==> config.mk <==
export PLATFORM = sky130hd
export DESIGN_NAME = serial_paralelo_rx_flat
export DESIGN_NICKNAME = d
export VERILOG_FILES = /design/src/rtl/phy_pkg.sv /design/src/rtl/serial_paralelo_rx_if.sv /design/src/rtl/serial_paralelo_rx_sipo.sv /design/src/rtl/serial_paralelo_rx.sv /design/src/flat_wrapper.sv
export SDC_FILE = /design/constraint.sdc
export NUM_CORES = 1
export LEC_CHECK = 0
export ABC_AREA = 1
export CAP_MARGIN = 5
export CORE_MARGIN = 8
export CORE_UTILIZATION = 35
export CTS_CLUSTER_DIAMETER = 40
export DETAILED_ROUTE_END_ITERATION = 8
export GPL_ROUTABILITY_DRIVEN = 0
export GPL_TIMING_DRIVEN = 0
export PLACE_DENSITY = 0.64
export SETUP_SLACK_MARGIN = 0.02
export SYNTH_ARGS = -nofsm -noshare
export SYNTH_HDL_FRONTEND = slang
export SYNTH_SLANG_ARGS = --single-unit
==> constraint.sdc <==
create_clock -name clk_32f -period 2.7 [get_ports clk_32f]
set_input_delay 0.405 -clock clk_32f [delete_from_list [all_inputs] [get_ports clk_32f]]
set_output_delay 0.405 -clock clk_32f [all_outputs]
set_load 0.02 [all_outputs]
==> src/rtl/phy_pkg.sv <==
// Constants and state encodings shared by the PHY TX and RX stages.
package phy_pkg;

  localparam logic [7:0] BC_SYM       = 8'hBC;
  localparam logic [7:0] IDLE_SYM     = 8'h7C;
  localparam int         BC_COUNT_DEF = 4;

  typedef enum logic [1:0] {
    SEARCH  = 2'd0,
    ALIGNED = 2'd1,
    ACTIVE  = 2'd2
  } rxState_t;

endpackage

==> src/rtl/serial_paralelo_rx_if.sv <==
// Serial input and parallel byte outputs of the PHY receive stage.
interface serial_paralelo_rx_if;

  logic       data_in;
  logic [7:0] data_out;
  logic       valid_out;
  logic       IDLE_OUT;
  logic       active;
  logic       byte_strobe;

  modport master (
    output data_in,
    input  data_out, valid_out, IDLE_OUT, active, byte_strobe
  );

  modport slave (
    input  data_in,
    output data_out, valid_out, IDLE_OUT, active, byte_strobe
  );

endinterface

==> src/rtl/serial_paralelo_rx_sipo.sv <==
// 8-bit serial-in shift register, MSB first; nxt is the byte as it will be
// after the current edge, so decisions can be made on the LSB's own edge.
module sipo_shift8 (
  input  logic       i_clk,
  input  logic       i_reset,
  input  logic       i_din,
  output logic [7:0] o_sr,
  output logic [7:0] o_nxt
);

  logic [7:0] r_sr;
  logic [7:0] w_nxt;

  assign w_nxt = {r_sr[6:0], i_din};
  assign o_sr  = r_sr;
  assign o_nxt = w_nxt;

  always_ff @(posedge i_clk) begin
    if (i_reset) r_sr <= 8'h00;
    else         r_sr <= w_nxt;
  end

endmodule

==> src/rtl/serial_paralelo_rx.sv <==
// PHY receive front end: comma-based byte alignment, link activation and
// delivery of parallel data/idle bytes to the lane demux.
module serial_paralelo_rx #(
  parameter logic [7:0] BC_SYM   = phy_pkg::BC_SYM,
  parameter logic [7:0] IDLE_SYM = phy_pkg::IDLE_SYM,
  parameter int         BC_COUNT = phy_pkg::BC_COUNT_DEF
) (
  input  logic                 clk_32f,
  input  logic                 reset,
  serial_paralelo_rx_if.slave  rx
);

  import phy_pkg::*;

  localparam logic [3:0] BC_TARGET = 4'(BC_COUNT);

  logic [7:0] w_sr;
  logic [7:0] w_nxt;
  logic       w_unusedSr;
  logic       w_boundary;
  logic       w_isComma;
  logic       w_isIdle;

  rxState_t   r_state;
  logic [2:0] r_bitCnt;
  logic [3:0] r_bcCnt;
  logic [7:0] r_dataOut;
  logic       r_validOut;
  logic       r_idleOut;
  logic       r_active;
  logic       r_byteStrobe;

  sipo_shift8 u_shift (
    .i_clk   (clk_32f),
    .i_reset (reset),
    .i_din   (rx.data_in),
    .o_sr    (w_sr),
    .o_nxt   (w_nxt)
  );

  // The registered byte is only useful for debug probing; decisions use nxt.
  assign w_unusedSr = ^w_sr;

  assign w_boundary = (r_bitCnt == 3'd7);
  assign w_isComma  = (w_nxt == BC_SYM);
  assign w_isIdle   = (w_nxt == IDLE_SYM);

  always_ff @(posedge clk_32f) begin
    if (reset) begin
      r_state      <= SEARCH;
      r_bitCnt     <= 3'd0;
      r_bcCnt      <= 4'd0;
      r_dataOut    <= 8'h00;
      r_validOut   <= 1'b0;
      r_idleOut    <= 1'b0;
      r_active     <= 1'b0;
      r_byteStrobe <= 1'b0;
    end else begin
      r_validOut   <= 1'b0;
      r_idleOut    <= 1'b0;
      r_byteStrobe <= 1'b0;
      case (r_state)
        SEARCH: begin
          // Sliding match at any bit offset; the matching edge is bit 7 of a byte.
          if (w_isComma) begin
            r_bcCnt  <= 4'd1;
            r_bitCnt <= 3'd0;
            if (BC_TARGET == 4'd1) begin
              r_state  <= ACTIVE;
              r_active <= 1'b1;
            end else begin
              r_state <= ALIGNED;
            end
          end
        end
        ALIGNED: begin
          r_bitCnt <= r_bitCnt + 3'd1;
          if (w_boundary) begin
            r_byteStrobe <= 1'b1;
            if (w_isComma) begin
              r_bcCnt <= r_bcCnt + 4'd1;
              if (r_bcCnt + 4'd1 == BC_TARGET) begin
                r_state  <= ACTIVE;
                r_active <= 1'b1;
              end
            end else begin
              r_state <= SEARCH;
              r_bcCnt <= 4'd0;
            end
          end
        end
        ACTIVE: begin
          // Locked for good: commas are fillers, never a realignment trigger.
          r_bitCnt <= r_bitCnt + 3'd1;
          if (w_boundary) begin
            r_byteStrobe <= 1'b1;
            if (w_isIdle) begin
              r_idleOut <= 1'b1;
            end else if (!w_isComma) begin
              r_dataOut  <= w_nxt;
              r_validOut <= 1'b1;
            end
          end
        end
        default: r_state <= SEARCH;
      endcase
    end
  end

  assign rx.data_out    = r_dataOut;
  assign rx.valid_out   = r_validOut;
  assign rx.IDLE_OUT    = r_idleOut;
  assign rx.active      = r_active;
  assign rx.byte_strobe = r_byteStrobe;

endmodule

==> src/flat_wrapper.sv <==
// flat-port wrapper written by rule: the top's interface ports become plain ports
module serial_paralelo_rx_flat import phy_pkg::*;
#(
  parameter logic [7:0] BC_SYM   = phy_pkg::BC_SYM,
  parameter logic [7:0] IDLE_SYM = phy_pkg::IDLE_SYM,
  parameter int         BC_COUNT = phy_pkg::BC_COUNT_DEF
)
  (clk_32f, reset, rx_data_in, rx_data_out, rx_valid_out, rx_IDLE_OUT, rx_active, rx_byte_strobe);
  serial_paralelo_rx_if rx_i ();
  input  logic clk_32f;
  input  logic reset;
  input wire logic [$bits(rx_i.data_in)-1:0] rx_data_in;
  output wire logic [$bits(rx_i.data_out)-1:0] rx_data_out;
  output wire logic [$bits(rx_i.valid_out)-1:0] rx_valid_out;
  output wire logic [$bits(rx_i.IDLE_OUT)-1:0] rx_IDLE_OUT;
  output wire logic [$bits(rx_i.active)-1:0] rx_active;
  output wire logic [$bits(rx_i.byte_strobe)-1:0] rx_byte_strobe;
  assign rx_i.data_in = rx_data_in;
  assign rx_data_out = rx_i.data_out;
  assign rx_valid_out = rx_i.valid_out;
  assign rx_IDLE_OUT = rx_i.IDLE_OUT;
  assign rx_active = rx_i.active;
  assign rx_byte_strobe = rx_i.byte_strobe;
  serial_paralelo_rx #(.BC_SYM(BC_SYM), .IDLE_SYM(IDLE_SYM), .BC_COUNT(BC_COUNT)) u_core (.clk_32f(clk_32f), .reset(reset), .rx(rx_i));
endmodule
---- Yosys cells after proc, flatten, opt, wreduce, memory -nomap -nowiden ----
Index checks and enable logic that the tools add are counted.
storage, ports and cells
  output and inout port bits .............. 12
  bits in registers ....................... 28
operators by class
  $add $sub $neg .......................... 2
  equal/unequal tests ..................... 9
  bitwise operators ....................... 5
  reductions and logical operators ........ 12
  multiplexer cells ....................... 14
operators by type and width
  kind                 number
  $mux 4               3
  $reduce_and 4->1     3
  $eq 8x7->1 const B   1
  $eq 8x8->1 const B   1
  $mux 2               4
  $pmux 4 s2           1
  $pmux 2 s3           1
  $pmux 3 s2           1
  $not 1->1            5
  $add 4x1->4 const B  1
  $eq 4x3->1 const B   1
  $ne 2x1->1 const B   2
  $reduce_bool 2->1    2
  $reduce_or 2->1      2
  $reduce_or 4->1      1
  $add 3x1->3 const B  1
  $eq 3x3->1 const B   1
  $mux 1               3
  $mux 3               1
  $ne 3x3->1 const B   1
  $reduce_and 3->1     1
  $reduce_or 3->1      1
  $eq 2x1->1 const B   1
  $eq 2x2->1 const B   1
  2 further kinds      2

---- Longest topological paths before layout ----
  word-level depth ........................ 6
  mapped depth ............................ 10
  mapped depth without buffers ............ 10

---- By module ----
A second synthesis with hierarchy kept.
second synthesis, totals
  cell total of the unflattened synthesis .. 188
  area, all modules ....................... 1,401.3 µm²
by module, submodules not included
  module              times used  cells each  seq. area each (µm²)  area an instance (µm²)
  serial_paralelo_rx  1           155         420.4                 1,109.8
  sipo_shift8         1           33          160.2                 291.5

---- Worst setup path before layout ----
OpenSTA, ideal clock, no wires.
  path kind ............................... register to register
  from .................................... register u_core.r_bitCnt[0]
  to ...................................... register u_core.r_state[0]
  data required time ...................... 2,585 ps
  clock period less this slack ............ 1,340 ps
  stages on the path, launching flop included .. 9
  library setup time ...................... 115 ps
  setup slack ............................. 1,360 ps
  arrival ................................. 1,225 ps
  path through ............................ dfxtp_1 -> ha_1 -> ha_1 -> inv_1 -> nand2_1 -> nand2_2 -> nor2_4 -> a21oi_1 -> nor2_1
between the ends
  cells in the longest elaborated chain, start to end .. 3
ends and longest elaborated chain
  element                            RTL line                  text
  start: declaration                 serial_paralelo_rx.sv:25  logic [2:0] r_bitCnt;
  start signal: assignment           serial_paralelo_rx.sv:77  r_bitCnt <= r_bitCnt + 3'd1;
  start signal: assignment           serial_paralelo_rx.sv:94  r_bitCnt <= r_bitCnt + 3'd1;
  $eq 3x3->1                         serial_paralelo_rx.sv:44  assign w_boundary = (r_bitCnt == 3'd7);
  net u_core.w_boundary              serial_paralelo_rx.sv:20  logic w_boundary;
  $ne 2x1->1 (no source line)        n/a
  $reduce_and 4->1 (no source line)  n/a
  end signal: assignment             serial_paralelo_rx.sv:50  r_state <= SEARCH;
  end signal: assignment             serial_paralelo_rx.sv:69  r_state <= ACTIVE;
  end signal: assignment             serial_paralelo_rx.sv:72  r_state <= ALIGNED;
  end: declaration                   serial_paralelo_rx.sv:24  rxState_t r_state;
The timed path passes the listed nets, and every way through them passes these cells.
A chain may end at the register's enable or synchronous reset.

---- Final worst setup path ----
  from .................................... register u_core.r_active (netlist: u_core.rx.active)
  to ...................................... output rx_active
RTL lines
  element                   RTL line                  text
  start: declaration        serial_paralelo_rx.sv:30  logic r_active;
  start signal: assignment  serial_paralelo_rx.sv:56  r_active <= 1'b0;
  start signal: assignment  serial_paralelo_rx.sv:70  r_active <= 1'b1;
  start signal: assignment  serial_paralelo_rx.sv:84  r_active <= 1'b1;
  end: declaration          flat_wrapper.sv:16        output wire logic [$bits(rx_i.active)-1:0] rx_active;
No word-level cell between the ends.

==> impl_metrics.toml <==
[status]
status = "finished, final reports clean"

[critical_path]
crit_arrival_ns = 1.23
r2r-start = "u_core.r_bitCnt[0]"
cp.buffers_inverters = 1
endpoint_kind = "output port"
cp_top_family = "buffers and inverters"
startpoint_type = "flip-flop"
r2r-end = "u_core.r_state[0]"
worstPathCellList = "clkdlybuf4s50_1"
cp.depth = 1
required_ns = 2.30
rrSetupSlack_ns = 1.23
critPathKind = "flip-flop to output port"
slowest_delay_ns = 0.60
worstPathMaxFanout = 2
crit_slowest_cell = "clkdlybuf4s50_1"
cp-endpoint = "rx_active"
ff2ff_path_depth = 9
crit_start = "u_core.rx.active"

[clock_tree]
numCtsBuffers = 3
post_cts_buffers = 0
cts_resized = 0
h-tree-depth = 1
path_clk_slew_ns = 0.09
clkLatencyLatePin_ns = 0.28
clockBufferDepth = 2
cts_hold_buf = 0
cts_root_buf = "clkbuf_8"
cts_tree = "yes"
clkSinkCount = 28

[floorplanning]
die_h_um = 77.1
std_cell_rows = 22
core_um2 = 3630
fp.dieW_um = 77.1
top_level_ports = 15
die-area_um2 = 5950
start_util = 0.360

[synth]
synth-simple-area-share = 0.321
ys_seq_area_frac = 0.429
syn-num-nets = 189
synth_area_um2 = 1310
synthFlopType = "dfxtp_1"
synthArstFlopShare = 0
yosysMostFrequentCell = "nor2_1"
yosys-top-cells-area = "dfxtp_1 (43%), nor2_1 (11%), nand2_1 (10%)"
synth_commonest_cells = "nor2_1 (39), nand2_1 (36), inv_1 (31), dfxtp_1 (28), ha_1 (8)"
avgSynthCellArea_um2 = 7.35
synth_area_leader_cell = "dfxtp_1"
synth_top_area_frac = 0.429
synthMuxAreaShare = 0
synthAdderAreaFrac = 0.0766
ys_types = 23
synth-compound-area-share = 0.0699
synth_cells = 178
synth_seq_cells = 28
synth_edf_count = 0
yosys_warnings = 0
synth_top_family_by_area = "simple AND/OR/NAND/NOR gates"
synth_xor_area_frac = 0

[sta]
final.setup.tns_ns = 0
setup_viol = 0
max_freq_ghz = 0.611
fin_crit_ns = 1.64
fin_skew_ns = 0.00300
finalHoldViolations = 0
period_share = 0.606
slew-limit-headroom = 0.714
layout_setup_ws_ns = 1.06
worstMarginPinSlew_ns = 0.429
rsz0062_at_grt = "false"
maxSlewViolCount = 0
hold_ws_ns = 0.437

[worst_hold_path]
min_path_type = "flip-flop to flip-flop"

[route]
drc = 0
drt_pass1_iterations = 4
final_antenna_net_count = 0
wirelength_um = 2290
post_drt_wl_per_cell_um = 9.37
viasPerCell = 4.22
first_iter_violations = 54
vias = 1029

[grt]
antenna_found_initial = 0
overflow = 0
grt_pass1_wl_um = 4170
grt_max_degree = 17
grt_pass1_vias = 970
grtUsageTotal = 0.0847

[placement]
dp_cells = 240
place_area_um2 = 1510
dpl.hpwl_um = 1720
io_buffers = 14
place_ws_ns = 0.812

[flow_run]
maxCapViolations = 0

[final_layout]
drive_gt1_frac = 0.0867
syn_to_final_growth_pct = 20.8
post-route-util = 0.435
final_nets = 208
diodes = 0
final_area_um2 = 1580
stdcell_count = 244

[pwr]
power_mw = 1.22
p_per_area_nw_per_um2 = 772
vdd_drop_max_mv = 0.270
p_leak_nw = 0.730
## placed cells by master, fill, tap and decap left out, types with 3 or more instances in the layout
master            n
a21oi_1           5
clkbuf_8          3
clkdlybuf4s50_1  14
dfxtp_1          28
ha_1              8
inv_1            31
nand2_1          36
nand3_1           7
nor2_1           39
nor2_2            3
o21ai_0           5
## power by group
part           total (mW)  internal [mW]  switching [mW]
clock               0.329          0.199           0.131
combinational       0.383          0.145           0.238
sequential          0.508          0.460          0.0477
total                1.22          0.803           0.416
## metal layers
metal | routed length [um] | track usage
met5 | 0 | 0
met4 | 72 | 0.0623
met2 | 1000 | 0.130
met3 | 71 | 0.0198
met1 | 1140 | 0.101
## worst min-delay path by stage
stage,end,depth (start not counted),startpoint
floorplan,u_core.u_shift.o_sr[3],2,u_core.u_shift.o_sr[2]
global placement,u_core.u_shift.o_sr[3],2,u_core.u_shift.o_sr[2]
detailed placement,u_core.u_shift.o_sr[3],2,u_core.u_shift.o_sr[2]
CTS,u_core.u_shift.o_sr[3],2,u_core.u_shift.o_sr[2]
global route,u_core.u_shift.o_sr[1],2,u_core.u_shift.o_sr[0]
finish,u_core.u_shift.o_sr[3],2,u_core.u_shift.o_sr[2]
## area by class of cell
class,count,area [um^2]
multi-input combinational,116,611
sequential,28,561
tap,48,60.1
timing repair buffer,14,140
fill,371,2050
clock buffer,3,41.3
inverter,31,116
buffer,3,20.0
clock inverter,1,30.0
## state kept, by name (all words and copies together) (netlist names)
| signal | count |
|---|---|
| u_core.rx.data_out | 8 |
| u_core.u_shift.o_sr | 7 |
| u_core.r_bcCnt | 4 |
| u_core.r_bitCnt | 3 |
| u_core.r_state | 2 |
| u_core.rx.IDLE_OUT | 1 |
| u_core.rx.active | 1 |
| u_core.rx.byte_strobe | 1 |
| u_core.rx.valid_out | 1 |
## cell families (layout without fill, tap and decap cells)
family,Yosys count,in the layout
AOI/OAI and AO/OA,14,14
adders and majority gates,8,8
buffers and inverters,34,52
DFF,28,28
and+or+nand+nor,94,94
(Power assumes the default switching activity.)
